$ cat config.mk
export PLATFORM = sky130hd
export DESIGN_NAME = serial_addsub_word
export DESIGN_NICKNAME = d
export VERILOG_FILES = /design/src/rtl/serial_addsub_word.sv
export SDC_FILE = /design/constraint.sdc
export NUM_CORES = 1
export LEC_CHECK = 0
export CELL_PAD_IN_SITES_DETAIL_PLACEMENT = 1
export CELL_PAD_IN_SITES_GLOBAL_PLACEMENT = 1
export CORE_UTILIZATION = 44
export DETAILED_ROUTE_END_ITERATION = 16
export DONT_BUFFER_PORTS = 1
export PLACE_DENSITY_LB_ADDON = 0.15
export SYNTH_ARGS = -nofsm -noshare
export SYNTH_HDL_FRONTEND = slang
export SYNTH_SLANG_ARGS = --single-unit
$ cat constraint.sdc
create_clock -name clk -period 2.1 [get_ports clk]
set_clock_uncertainty 0.15 [all_clocks]
set_input_delay 0.315 -clock clk [delete_from_list [all_inputs] [get_ports clk]]
set_output_delay 0.315 -clock clk [all_outputs]
set_load 0.1 [all_outputs]
$ cat src/rtl/serial_addsub_word.sv
// serial_addsub_word: adds or subtracts two WIDTH-bit words streamed LSB-first,
// DIGIT bits per accepted beat, with word framing, input stalls and per-word
// carry/overflow flags.
//
// Optional feature: define SERIAL_ADDSUB_PARALLEL_OUT_EN to add the sum_word
// output, which collects the whole result word in parallel.
//
// Ports:
//   clk        in   system clock, rising edge
//   rst        in   asynchronous active-low reset
//   start      in   begin a new word (also aborts a word in progress); sub sampled with it
//   sub        in   0 = A+B, 1 = A-B
//   in_valid   in   a/b carry a valid digit this cycle
//   a, b       in   operand digits [DIGIT-1:0], LSB-first
//   busy       out  high while a word is in progress or completing
//   out_valid  out  s holds a fresh result digit
//   s          out  registered result digit [DIGIT-1:0]
//   done       out  one-cycle pulse alongside the final digit
//   cout       out  final carry of the last word (subtract: 1 = no borrow)
//   ovf        out  two's-complement overflow of the last word
//   sum_word   out  [WIDTH-1:0] assembled result (SERIAL_ADDSUB_PARALLEL_OUT_EN only)
module serial_addsub_word #(
    parameter int WIDTH = 8,
    parameter int DIGIT = 1
) (
    input  logic             clk,
    input  logic             rst,
    input  logic             start,
    input  logic             sub,
    input  logic             in_valid,
    input  logic [DIGIT-1:0] a,
    input  logic [DIGIT-1:0] b,
    output logic             busy,
    output logic             out_valid,
    output logic [DIGIT-1:0] s,
    output logic             done,
    output logic             cout,
    output logic             ovf
`ifdef SERIAL_ADDSUB_PARALLEL_OUT_EN
    ,
    output logic [WIDTH-1:0] sum_word
`endif
);

    localparam int NDIG = WIDTH / DIGIT;
    localparam int CW   = (NDIG > 1) ? $clog2(NDIG) : 1;
    localparam logic [CW-1:0] LAST = CW'(NDIG - 1);

    generate
        if (DIGIT < 1 || DIGIT > WIDTH || (WIDTH % DIGIT) != 0) begin : g_bad_param
            $error("serial_addsub_word: WIDTH must be a positive multiple of DIGIT");
        end
    endgenerate

    typedef enum logic [1:0] {S_IDLE, S_RUN, S_DONE} state_t;

    state_t           r_state, w_next;
    logic             r_carry, r_mode, r_out_valid, r_cout, r_ovf;
    logic [CW-1:0]    r_cnt;
    logic [DIGIT-1:0] r_s;
    logic [DIGIT-1:0] w_bop;
    logic [DIGIT:0]   w_sum;
    logic             w_cmsb;
    logic             w_accept;
    logic             w_last;

    // Subtract is A + ~B + 1; the +1 comes from the carry preset on start.
    assign w_bop    = r_mode ? ~b : b;
    assign w_sum    = {1'b0, a} + {1'b0, w_bop} + {{DIGIT{1'b0}}, r_carry};
    // Carry into the digit MSB, recovered from the MSB sum bit.
    assign w_cmsb   = a[DIGIT-1] ^ w_bop[DIGIT-1] ^ w_sum[DIGIT-1];
    // start wins over in_valid in RUN: the beat belongs to the aborted word.
    assign w_accept = (r_state == S_RUN) && !start && in_valid;
    assign w_last   = (r_cnt == LAST);

    always_ff @(posedge clk or negedge rst) begin
        if (!rst) r_state <= S_IDLE;
        else      r_state <= w_next;
    end

    always_comb begin
        w_next = r_state;
        busy   = 1'b0;
        done   = 1'b0;
        case (r_state)
            S_IDLE: begin
                if (start) w_next = S_RUN;
            end
            S_RUN: begin
                busy = 1'b1;
                if (!start && in_valid && w_last) w_next = S_DONE;
            end
            S_DONE: begin
                busy   = 1'b1;
                done   = 1'b1;
                w_next = start ? S_RUN : S_IDLE;
            end
            default: w_next = S_IDLE;
        endcase
    end

    always_ff @(posedge clk or negedge rst) begin
        if (!rst) begin
            r_carry     <= 1'b0;
            r_mode      <= 1'b0;
            r_cnt       <= '0;
            r_s         <= '0;
            r_out_valid <= 1'b0;
            r_cout      <= 1'b0;
            r_ovf       <= 1'b0;
        end else begin
            r_out_valid <= 1'b0;
            if (start) begin
                r_carry <= sub;
                r_mode  <= sub;
                r_cnt   <= '0;
            end else if (w_accept) begin
                r_s         <= w_sum[DIGIT-1:0];
                r_carry     <= w_sum[DIGIT];
                r_out_valid <= 1'b1;
                r_cnt       <= w_last ? '0 : r_cnt + 1'b1;
                if (w_last) begin
                    r_cout <= w_sum[DIGIT];
                    r_ovf  <= w_cmsb ^ w_sum[DIGIT];
                end
            end
        end
    end

    assign out_valid = r_out_valid;
    assign s         = r_s;
    assign cout      = r_cout;
    assign ovf       = r_ovf;

`ifdef SERIAL_ADDSUB_PARALLEL_OUT_EN
    logic [WIDTH-1:0] r_sum;

    always_ff @(posedge clk or negedge rst) begin
        if (!rst)          r_sum <= '0;
        else if (start)    r_sum <= '0;
        else if (w_accept) r_sum[r_cnt*DIGIT +: DIGIT] <= w_sum[DIGIT-1:0];
    end

    assign sum_word = r_sum;
`endif

endmodule

==> impl_metrics.ini <==
[worst_setup_path]
endpoint_kind = output pin
path_buf_inv = 2
cp.arrival_ns = 1.36
cp_slowest_stage_delay_ns = 0.44
crit_type = register to output pin
cp-start-kind = register
cp_top_family = flip-flops
cp.required_ns = 1.63
cpMaxStageDelayCell = dfrtp_1
crit_path_max_fanout = 5
worstPathCellList = inv_1 -> ha_1 -> buf_4

[die]
die_h_microns = 39.22
core_area_sq_mm = 0.001301
dieArea_sq_mm = 0.001538
dieWidth_microns = 39.22
ioPinCount = 13
initial_core_util_pct = 46.83
num_rows = 13

[power_and_ir_drop]
power_frac_clock_pct = 14.3
p_per_area_mw_per_mm2 = 1384
p_leak_nw = 0.3577
swShare_pct = 51.86
combPwrFrac_pct = 55.8
internal_power_mw = 0.4728
vdd_drop_max_mv = 1.050
power.share.sequential_pct = 29.9
p_sw_mw = 0.5093
finalPower_mw = 0.9822

[min_path]
min_path_type = input pin to register

[global_routing]
grt_antenna_before_repair = 0
grt_overflow = 0
track_usage_pct = 17.81
grt_pass1_vias = 402
grt_max_degree = 12
grt_pass1_wl_microns = 1780

[finish]
layout.nets = 85
drive_above_1_share_pct = 14.71
syn_to_final_growth_pct = 16.43
insertedDiodeCount = 0
num-fill-cells = 157

[routing]
vias = 425
drt_iter0_drc = 6
drtAntennaViolNets = 0
drt-total-wl_microns = 1110
first_pass_iters = 2
drc_errors = 0
routedWlPerCell_microns = 13.37
vias_per_cell = 5.120

[yosys]
synth_cell_types = 17
syn_area_per_cell_sq_um = 10.69
synth_top_flop_cell = dfrtp_1
synth_edf_count = 0
synth.most_common_cell = dfrtp_1
ys_async_sr_fraction_pct = 100.0
yosys-top-cells-area = dfrtp_1 45%, ha_1 16%, o21ai_0 4.9%
synthCells = 57
syn_area_sq_um = 609.3
synth_common_cells = 11 x dfrtp_1, 8 x ha_1, 8 x inv_1, 6 x nand2_1, 6 x o21ai_0
yosys_warnings = 0
synth_seq_cells = 11
synth.top_cell.area_share_pct = 45.17
synth_fp_nets = 73
synth_area_leader_cell = dfrtp_1
ys_seq_area_share_pct = 45.17

[timing]
rsz0062_at_grt = no
fin_tns_setup_ns = 0
max_slew.worst_pin.slew_ns = 0.4987
hold_violations = 0
finalSetupViolations = 0
slew_viol_final = 0
timing.final.crit_share_pct = 86.73
finalCriticalPeriod_ns = 1.821
relSlewSlack_pct = 66.65
fmax_ghz = 0.5490

[flow_run]
cap_violations = 0

[place]
io_buffers = 0
gp_congestion = 0.7380
dp_hpwl_microns = 877.2

[clock_network]
cts.reportedPaths.clkPinSlew_ns = 0.07
clock_sinks = 11
clock_latency_ns = 0.26
ctsHtreeMaxLevel = 1
numCtsBuffers = 3
clockBufferDepth = 2
cts-root-buf = clkbuf_4
cts_tree = yes

[run_status]
status = finished clean
## cells in the final DEF (no fill, tap or decap), drive strengths merged
| cell | n |
|---|---|
| o211ai | 1 |
| xnor2 | 2 |
| o31ai | 1 |
| inv | 8 |
| ha | 8 |
| nor2b | 1 |
| nand2 | 6 |
| clkbuf | 4 |
| nor2 | 1 |
| dlygate4sd3 | 1 |
| mux2 | 2 |
| nand3b | 4 |
| buf | 6 |
| dfrtp | 11 |
| xor2 | 1 |
| o21ai | 6 |
| nand4b | 1 |
| a21oi | 3 |
| fa | 1 |
## kinds of logic after synthesis
family	synth area share (%)
AOI/OAI and AO/OA	10.47
xor gates and xnor gates	4.313
adders and majority gates	19.71
buffers and inverters	4.928
DFF	45.17
muxes	3.696
and+or+nand+nor	11.70
## repair_timing
item / 4_1_cts / 5_1_grt
hold endpoints to repair: 11 / 0
hold buffers: 1 / 0
gates resized for setup: 0 / 0
buffers inserted: 0 / 0
## sequential cells by signal, summed over array words and instances, names as in the netlist
| register | flops |
|---|---|
| r_state | 2 |
| r_cnt | 3 |
| out_valid | 1 |
| ovf | 1 |
| r_mode | 1 |
| r_carry | 1 |
| s | 1 |
| cout | 1 |
## final cells by class
type                    count  area (sq um)  area share [%]
clock buffers               4         26.28           3.704
inverters                   8         30.03           4.233
multi-input cells          38         304.0           42.86
flip-flops and latches     11         275.3           38.80
well taps                  15         18.77           2.646
repair buffers              7         55.05           7.760
## layer usage
metal	part of all wire [%]	vias up	wire length [microns]	GRT usage (%)
li1	-	209	-	-
met1	41	205	457	21.63
met2	53	11	591	27.92
met3	5.5	0	61	9.827
met4	0	0	0	2.586
met5	0	-	0	0
## power by group through the flow
stage	clock network [mW]	logic (mW)	registers (mW)
2_1_floorplan	0	0.381	0.372
3_3_place_gp	0	0.538	0.295
3_5_place_dp	0	0.550	0.298
4_1_cts	0.147	0.557	0.294
5_1_grt	0.160	0.585	0.301
6_report	0.141	0.548	0.293
## worst paths after layout
check                                        from              endpoint  slack, ns  depth (start not counted)
max in group asynchronous                     rst    r_mode$_DFFE_PN0P_       1.16                          1
max reg2reg                    r_mode$_DFFE_PN0P_       ovf$_DFFE_PN0P_       0.46                          5
min in group asynchronous                     rst         s$_DFFE_PN0P_       0.30                          1
min reg2reg                  r_cnt[0]$_DFFE_PN0P_  r_cnt[0]$_DFFE_PN0P_       0.36                          1
max                        r_state[0]$_DFFE_PN0P_                  busy       0.28                          3
min                                         start    r_mode$_DFFE_PN0P_       0.01                          1
## stage by stage
| stage | worst slack, ns | util [%] | area, sq um | hold slack, ns | std cells |
|---|---|---|---|---|---|
| global placement | 0.4749 | 51.73 | 673.1 | -0.1303 | 78 |
| global route | 0.1959 | 54.52 | 709.4 | 0.01654 | 83 |
| detailed placement | 0.4597 | 51.73 | 673.1 | -0.1304 | 78 |
| floorplan | 0.2345 | - | 609.3 | -0.1306 | 57 |
| CTS | 0.2758 | 54.52 | 709.4 | 0.005738 | 83 |
| finish | 0.2786 | 54.52 | 709.4 | 0.01425 | 83 |
Power figures use the tool's default switching activity.
